--- src/rtl/mux_rr_arbiter.sv ---
// Round-robin N:1 arbiter with multi-beat packet lock, steering a data mux into
// a registered valid/ready output stage.
module mux_rr_arbiter #(
  parameter int N  = 4,
  parameter int DW = 8,
  localparam int IW = $clog2(N)
) (
  input  logic            i_clk,
  input  logic            i_rst,
  input  logic [N-1:0]    i_req,
  input  logic [N-1:0]    i_last,
  input  logic [N*DW-1:0] i_data,
  output logic [N-1:0]    o_gnt,
  output logic            o_valid,
  output logic [DW-1:0]   o_data,
  output logic [IW-1:0]   o_src,
  output logic            o_last,
  input  logic            i_ready
);

  typedef enum logic {ARB, LOCK} state_e;

  state_e        state_q;
  logic [IW-1:0] ptr_q;
  logic [IW-1:0] owner_q;
  logic          valid_q;
  logic [DW-1:0] data_q;
  logic [IW-1:0] src_q;
  logic          last_q;

  logic          load;
  logic          any_req;
  logic          take;
  logic [IW-1:0] win_idx;
  logic [IW-1:0] sel_idx;
  logic [DW-1:0] sel_data;
  logic          sel_last;
  logic [N-1:0]  gnt;

  // Modulo-N add; N need not be a power of two, so bit truncation is not enough.
  function automatic logic [IW-1:0] wrap_add(input logic [IW-1:0] base, input int off);
    int s;
    s = int'(base) + off;
    if (s >= N) s = s - N;
    return IW'(s);
  endfunction

  // Scan from the farthest offset down so the nearest requester at/after ptr wins.
  always_comb begin
    any_req = 1'b0;
    win_idx = ptr_q;
    for (int off = N - 1; off >= 0; off--) begin
      if (i_req[wrap_add(ptr_q, off)]) begin
        any_req = 1'b1;
        win_idx = wrap_add(ptr_q, off);
      end
    end
  end

  assign load     = ~valid_q | i_ready;
  assign sel_idx  = (state_q == LOCK) ? owner_q : win_idx;
  assign sel_data = i_data[int'(sel_idx)*DW +: DW];
  assign sel_last = i_last[sel_idx];

  always_comb begin
    gnt = '0;
    if (!i_rst && load) begin
      if (state_q == ARB) gnt[sel_idx] = any_req;
      else                gnt[sel_idx] = i_req[sel_idx];
    end
  end

  assign take = |gnt;

  always_ff @(posedge i_clk) begin
    if (i_rst) begin
      state_q <= ARB;
      ptr_q   <= '0;
      owner_q <= '0;
      valid_q <= 1'b0;
      data_q  <= '0;
      src_q   <= '0;
      last_q  <= 1'b0;
    end else begin
      if (load) begin
        valid_q <= take;
        if (take) begin
          data_q <= sel_data;
          src_q  <= sel_idx;
          last_q <= sel_last;
        end
      end
      if (take) begin
        if (state_q == ARB) begin
          if (sel_last) begin
            ptr_q <= wrap_add(sel_idx, 1);
          end else begin
            state_q <= LOCK;
            owner_q <= sel_idx;
          end
        end else if (sel_last) begin
          state_q <= ARB;
          ptr_q   <= wrap_add(owner_q, 1);
        end
      end
    end
  end

  assign o_gnt   = gnt;
  assign o_valid = valid_q;
  assign o_data  = data_q;
  assign o_src   = src_q;
  assign o_last  = last_q;

endmodule

--- config.mk ---
export PLATFORM = sky130hd
export DESIGN_NAME = mux_rr_arbiter
export DESIGN_NICKNAME = d
export VERILOG_FILES = /design/src/rtl/mux_rr_arbiter.sv
export SDC_FILE = /design/constraint.sdc
export NUM_CORES = 1
export LEC_CHECK = 0
export CAP_MARGIN = 20
export CORE_MARGIN = 1
export CORE_UTILIZATION = 40
export DETAILED_ROUTE_END_ITERATION = 16
export DONT_BUFFER_PORTS = 1
export GPL_ROUTABILITY_DRIVEN = 0
export GPL_TIMING_DRIVEN = 0
export PLACE_DENSITY = 0.52
export SYNTH_ARGS = -nofsm -noshare
export SYNTH_HDL_FRONTEND = slang
export SYNTH_SLANG_ARGS = --single-unit
--- constraint.sdc ---
create_clock -name i_clk -period 8.8 [get_ports i_clk]
set_clock_uncertainty 0.2 [all_clocks]
set_input_delay 1.32 -clock i_clk [delete_from_list [all_inputs] [get_ports i_clk]]
set_output_delay 1.32 -clock i_clk [all_outputs]
set_load 0.01 [all_outputs]
Word level (Yosys, flattened, before mapping)
Index checks and enable logic that the tools add are counted.

Add/sub/neg operators: 11. $lt $le $gt $ge: 12. Shift-type cells: 1. Mux-type cells: 35. Bitwise logic cells: 6. Reductions and logical operators: 7.

Operators by type and width (count): 32-bit by 6-bit indexed part select with 8-bit output (1); 2-bit two-way mux (14); 3-bit greater-or-equal comparator, second input constant (5); 2-bit by 3-bit less-than comparator with 1-bit output, second input constant (5); 1-bit binary-select mux with 2-bit select (6); 1-bit two-way mux (12); 2-bit by 1-bit subtractor with 2-bit output, second input constant (6); 2-bit by 1-bit adder with 3-bit output, second input constant (3); 4-bit AND (2); 4-bit two-way mux (2); 2-bit by 2-bit adder with 3-bit output, second input constant (2); 2-bit AND reduction (2); 4-bit OR reduction (1); 2-bit by 3-bit greater-or-equal comparator with 1-bit output, second input constant (1); 1-bit NOT (3); 3-bit AND reduction (1); 1-bit demux with 2-bit select (1); 2-bit by 1-bit greater-or-equal comparator with 1-bit output, second input constant (1); 1-bit logical AND (2); 1-bit zero test (1); 1-bit OR (1).

Register bits after elaboration: 17. Bits of input ports: 43. Output and inout bits: 16.

Depth between registers and ports, before layout
Depth after elaboration: 19. Gate-level depth with buffers: 14. Mapped depth without buffers: 11.

Worst setup path before layout
No wires, ideal clock.

Kind: input-to-output. From: in i_req[0]. To: out o_gnt[0]. Arrival: 2697 ps. Required time: 7280 ps. Slack: 4583 ps. Stages on the path: 6. Cells stage by stage: nor2b_1 o21ba_2 o41a_1 clkbuf_1 ha_1 and2_1.

Word-level cells in the longest chain between the ends: 14.

Ends and longest elaborated chain: start: declaration (line 10) `input logic [N-1:0] i_req,`; 1-bit binary-select mux with 2-bit select (line 53) `if (i_req[wrap_add(ptr_q, off)]) begin`; 1-bit two-way mux (implied by the code) (line 53); 2-bit two-way mux (4 in a row) (line 53); 2-bit two-way mux (line 61) `assign sel_idx = (state_q == LOCK) ? owner_q : win_idx;`; 2-bit by 3-bit less-than comparator with 1-bit output (implied by the code) / 2-bit by 1-bit greater-or-equal comparator with 1-bit output (equally long branches) (line 68, 69); 1-bit logical AND (implied by the code) (line 68, 69); 1-bit two-way mux (implied by the code) (line 68, 69); 1-bit demux with 2-bit select (line 68, 69); 4-bit AND (no source line); 4-bit two-way mux * (line 68) `if (state_q == ARB) gnt[sel_idx] = any_req;`; 4-bit two-way mux * (line 67) `if (!i_rst && load) begin`; end: declaration (line 13) `output logic [N-1:0] o_gnt,`.

Every way passes the cells marked *; elsewhere a longest branch is shown, timed or not. The select of a mux whose other input is x is not followed.

Worst setup path after layout
From: in i_req[0]. To: out o_gnt[2].

Word-level cells in the longest chain between the ends: 14.

Ends and longest elaborated chain: 1-bit binary-select mux with 2-bit select (line 53); 1-bit two-way mux (implied by the code) (line 53); 2-bit two-way mux (3 in a row) (line 53); 2-bit two-way mux * (line 53); 2-bit two-way mux * (line 61); via sel_idx[1] (line 35) `logic [IW-1:0] sel_idx;`; 2-bit by 3-bit less-than comparator with 1-bit output (implied by the code) / 2-bit by 1-bit greater-or-equal comparator with 1-bit output (equally long branches) (line 68, 69); 1-bit logical AND (implied by the code) (line 68, 69); 1-bit two-way mux (implied by the code) (line 68, 69); 1-bit demux with 2-bit select (line 68, 69); 4-bit AND (no source line); 4-bit two-way mux * (line 68); 4-bit two-way mux * (line 67).

Mark *: on every way through the listed nets, which the timed path passes. The rest lies on a longest branch. The select of a mux whose other input is x is not followed.

==> results by group <==
Outcome
  – Outcome: complete, but fails checks
  – Failing checks: design-rule violations

Global routing
  – Total track usage: 17.6%
  – Global-route wire length before repair: 4.37 mm
  – Antenna violations before repair: 0
  – Pin count of the biggest net entering global routing: 12
  – Gr ovfl total: 0
  – Vias in the first global route: 905

Clock tree
  – Worst-path clk slew: 100 ps
  – Root buffer cell: clkbuf_4
  – # resized after CTS: 0
  – Clock Latency Late Sink: 290 ps
  – CTS Buffer Depth: 2
  – CTS tree: yes
  – Hold buffer count at cts: 0
  – TritonCTS Buffers: 3
  – H-tree depth: 1
  – Post-CTS setup buffers: 0
  – Clock Sink Count: 17

Floorplan
  – Initial Util: 43.1%
  – Row count: 19
  – Core area: 2830 um^2
  – Die area: 3270 um^2
  – I/O pins: 59
  – Die W: 57.2 um
  – Die Span Y: 57.2 um

Route
  – Drt total wl: 2.76 mm
  – Wire per inst: 16.2 um
  – Routed Antenna Nets: 0
  – DR vias/cell: 5.73
  – DR pass1 iterations: 10
  – Via count: 980
  – Initial DRC Count: 43
  – Residual DRC: 6

Synth
  – Syn_nets: 183
  – Post-synthesis cell area: 1220 um^2
  – Cells after synthesis: 136
  – #FFs+latches synth: 17
  – Synth cell types: 35
  – Sequential fraction of the synthesis area: 27.9%
  – Ys Warns: 0
  – Syn_area_per_cell: 8.96 um^2

Cells and area
  – Area growth from synthesis to layout: 5.65%
  – Share of post-route cells with drive strength above 1: 17.1%
  – Fin cells: 171
  – Most frequent cells in the layout: mux2i_1 (18), dfxtp_1 (17), nor2_1 (11)
  – Commonest non-fill, non-tap cell in the layout: mux2i_1
  – Nets@finish: 188
  – Antenna Cells: 0

Worst hold path
  – Min-delay src: owner_q[1]
  – Min-Delay Endpoint: owner_q[1]
  – Hold crit path type: reg2reg
  – Hold-critical path depth: 2

Worst setup path
  – Critical path type: in2out
  – Reg-to-reg endpoint: o_src[1]
  – R2R setup slack: 5530 ps
  – Crit path DAT: 2850 ps
  – Worst Path Buf+Inv: 2
  – Crit-path cells: nor2b_1, o21ai_0, o211ai_4, inv_4, buf_4, ha_1, and2_1
  – Setup crit start kind: input pin
  – Worst r2r src: ptr_q[0]
  – Critical path peak fanout: 11
  – Delay-heaviest family, CP: compound AO/OA/AOI/OAI gates
  – Crit. End Element: output pin
  – CP max stage cell: o21ai_0
  – CP peak stage delay: 420 ps
  – Data required time at the worst endpoint: 7280 ps
  – R2r worst-path depth: 12

Place
  – Port bufs: 0
  – DP HPWL: 2.25 mm
  – Dpl cells: 167

Timing
  – Max Freq: 229 MHz
  – Worst slew pin tran: 524 ps
  – Slew Viols, Final: 0
  – RSZ-0062 raised after global routing: no
  – Fin Setup TNS: 0 ps
  – Period utilisation layout: 49.7%
  – Tmin final: 4370 ps
  – Setup violations, final: 0
  – Hold Violations, Final: 0
  – Rel. slew slack: 65.0%

Run
  – Max_cap viols: 0

Power and ir drop
  – Peak supply drop: 0.000110 V
  – Cell Pwr Density: 327 nW/um^2
  – LEAKAGE: 0.000537 uW
cell usage after synthesis:
library cell	number	area share, %
mux2_2	9	8.3
buf_6	1	0.92
nand3_1	9	3.7
nor2_1	11	3.4
inv_1	4	1.2
o21a_1	1	0.62
buf_4	1	0.62
and2_1	4	2.1
mux2i_1	18	15
o2111ai_1	2	1.4
o21ai_0	6	2.5
inv_4	1	0.51
nor4_1	1	0.51
o211ai_4	1	1.7
nand2_1	5	1.5
o41a_1	1	0.92
clkbuf_1	5	1.5
nor3_1	4	1.6
or2b_1	1	0.62
or3_4	2	1.8
a21oi_2	1	0.72
o21ai_1	4	1.6
a211oi_1	1	0.62
o21ba_2	1	0.82
mux4_2	1	1.8
or3_1	1	0.51
nor2b_1	7	3.6
nand2b_1	3	1.5
ha_1	4	4.1
dfxtp_1	17	28
o211a_1	3	2.5
and3_1	1	0.51
a21oi_1	3	1.2
mux2_4	1	1.2
or4b_2	1	0.82
where the power goes:
group          switching [uW]  total (uW)  internal [uW]
logic                     130         246            115
registers                27.4         132            105
clock network            25.7        43.0           17.3
total                     183         421            237
metal layers:
layer | track usage (%) | vias to the layer above | routed length [um]
met4 | 6.27 | 0 | 19
met2 | 24.7 | 34 | 1210
met1 | 26.8 | 446 | 1320
li1 | - | 498 | -
met3 | 2.95 | 2 | 211
met5 | 0 | - | 0
through the flow:
stage	setup slack, ps	utilization (%)	instance area (um^2)	hold WS, ps	power, uW
3_3_place_gp	4430	44.4	1260	296	377
3_5_place_dp	4430	44.4	1260	296	381
6_report	4430	45.5	1290	308	421
5_1_grt	4300	45.5	1290	344	459
4_1_cts	4410	45.5	1290	307	427
2_1_floorplan	4580	-	1220	263	334
logic make-up (layout without fill, tap and decap cells):
| family | Yosys count | count (layout) | share of synthesized area, % |
|---|---|---|---|
| DFF | 17 | 17 | 27.9 |
| adders and majority gates | 4 | 4 | 4.11 |
| AOI/OAI and AO/OA | 24 | 24 | 14.7 |
| buffers and inverters | 12 | 16 | 4.83 |
| muxes | 29 | 29 | 26.2 |
| and+or+nand+nor | 50 | 50 | 22.3 |
sequential cells by signal, indices dropped and copies added (netlist names):
| name | cells |
|---|---|
| o_last | 1 |
| o_src | 2 |
| o_data | 8 |
| o_valid | 1 |
| ptr_q | 2 |
| owner_q | 2 |
| state_q | 1 |
worst reg2reg max path, delay by kind of cell, from the launching register on:
| family | cells | cell delay, ps |
|---|---|---|
| buf+inv | 2 | 630 |
| simple gates | 6 | 870 |
| fa+ha+maj | 1 | 290 |
| compound gates | 3 | 770 |
| flops | 1 | 400 |
how the worst max path moves through the flow:
stage                         from  cells past startpoint        to
final                     i_req[0]                      7  o_gnt[2]
after global routing      i_req[0]                      7  o_gnt[2]
after CTS                 i_req[0]                      7  o_gnt[2]
after detailed placement  i_req[0]                      7  o_gnt[2]
after global placement    i_req[0]                      6  o_gnt[2]
after floorplan           i_req[0]                      6  o_gnt[0]
area by class of cell:
cell class | instances | area [um^2]
sequential | 17 | 340
buffer | 7 | 37.5
tap | 31 | 38.8
fill | 304 | 1540
inverter | 5 | 21.3
multi-input combinational | 107 | 820
clock inverter | 1 | 7.51
clock buffer | 3 | 22.5
(Power assumes the default switching activity.)
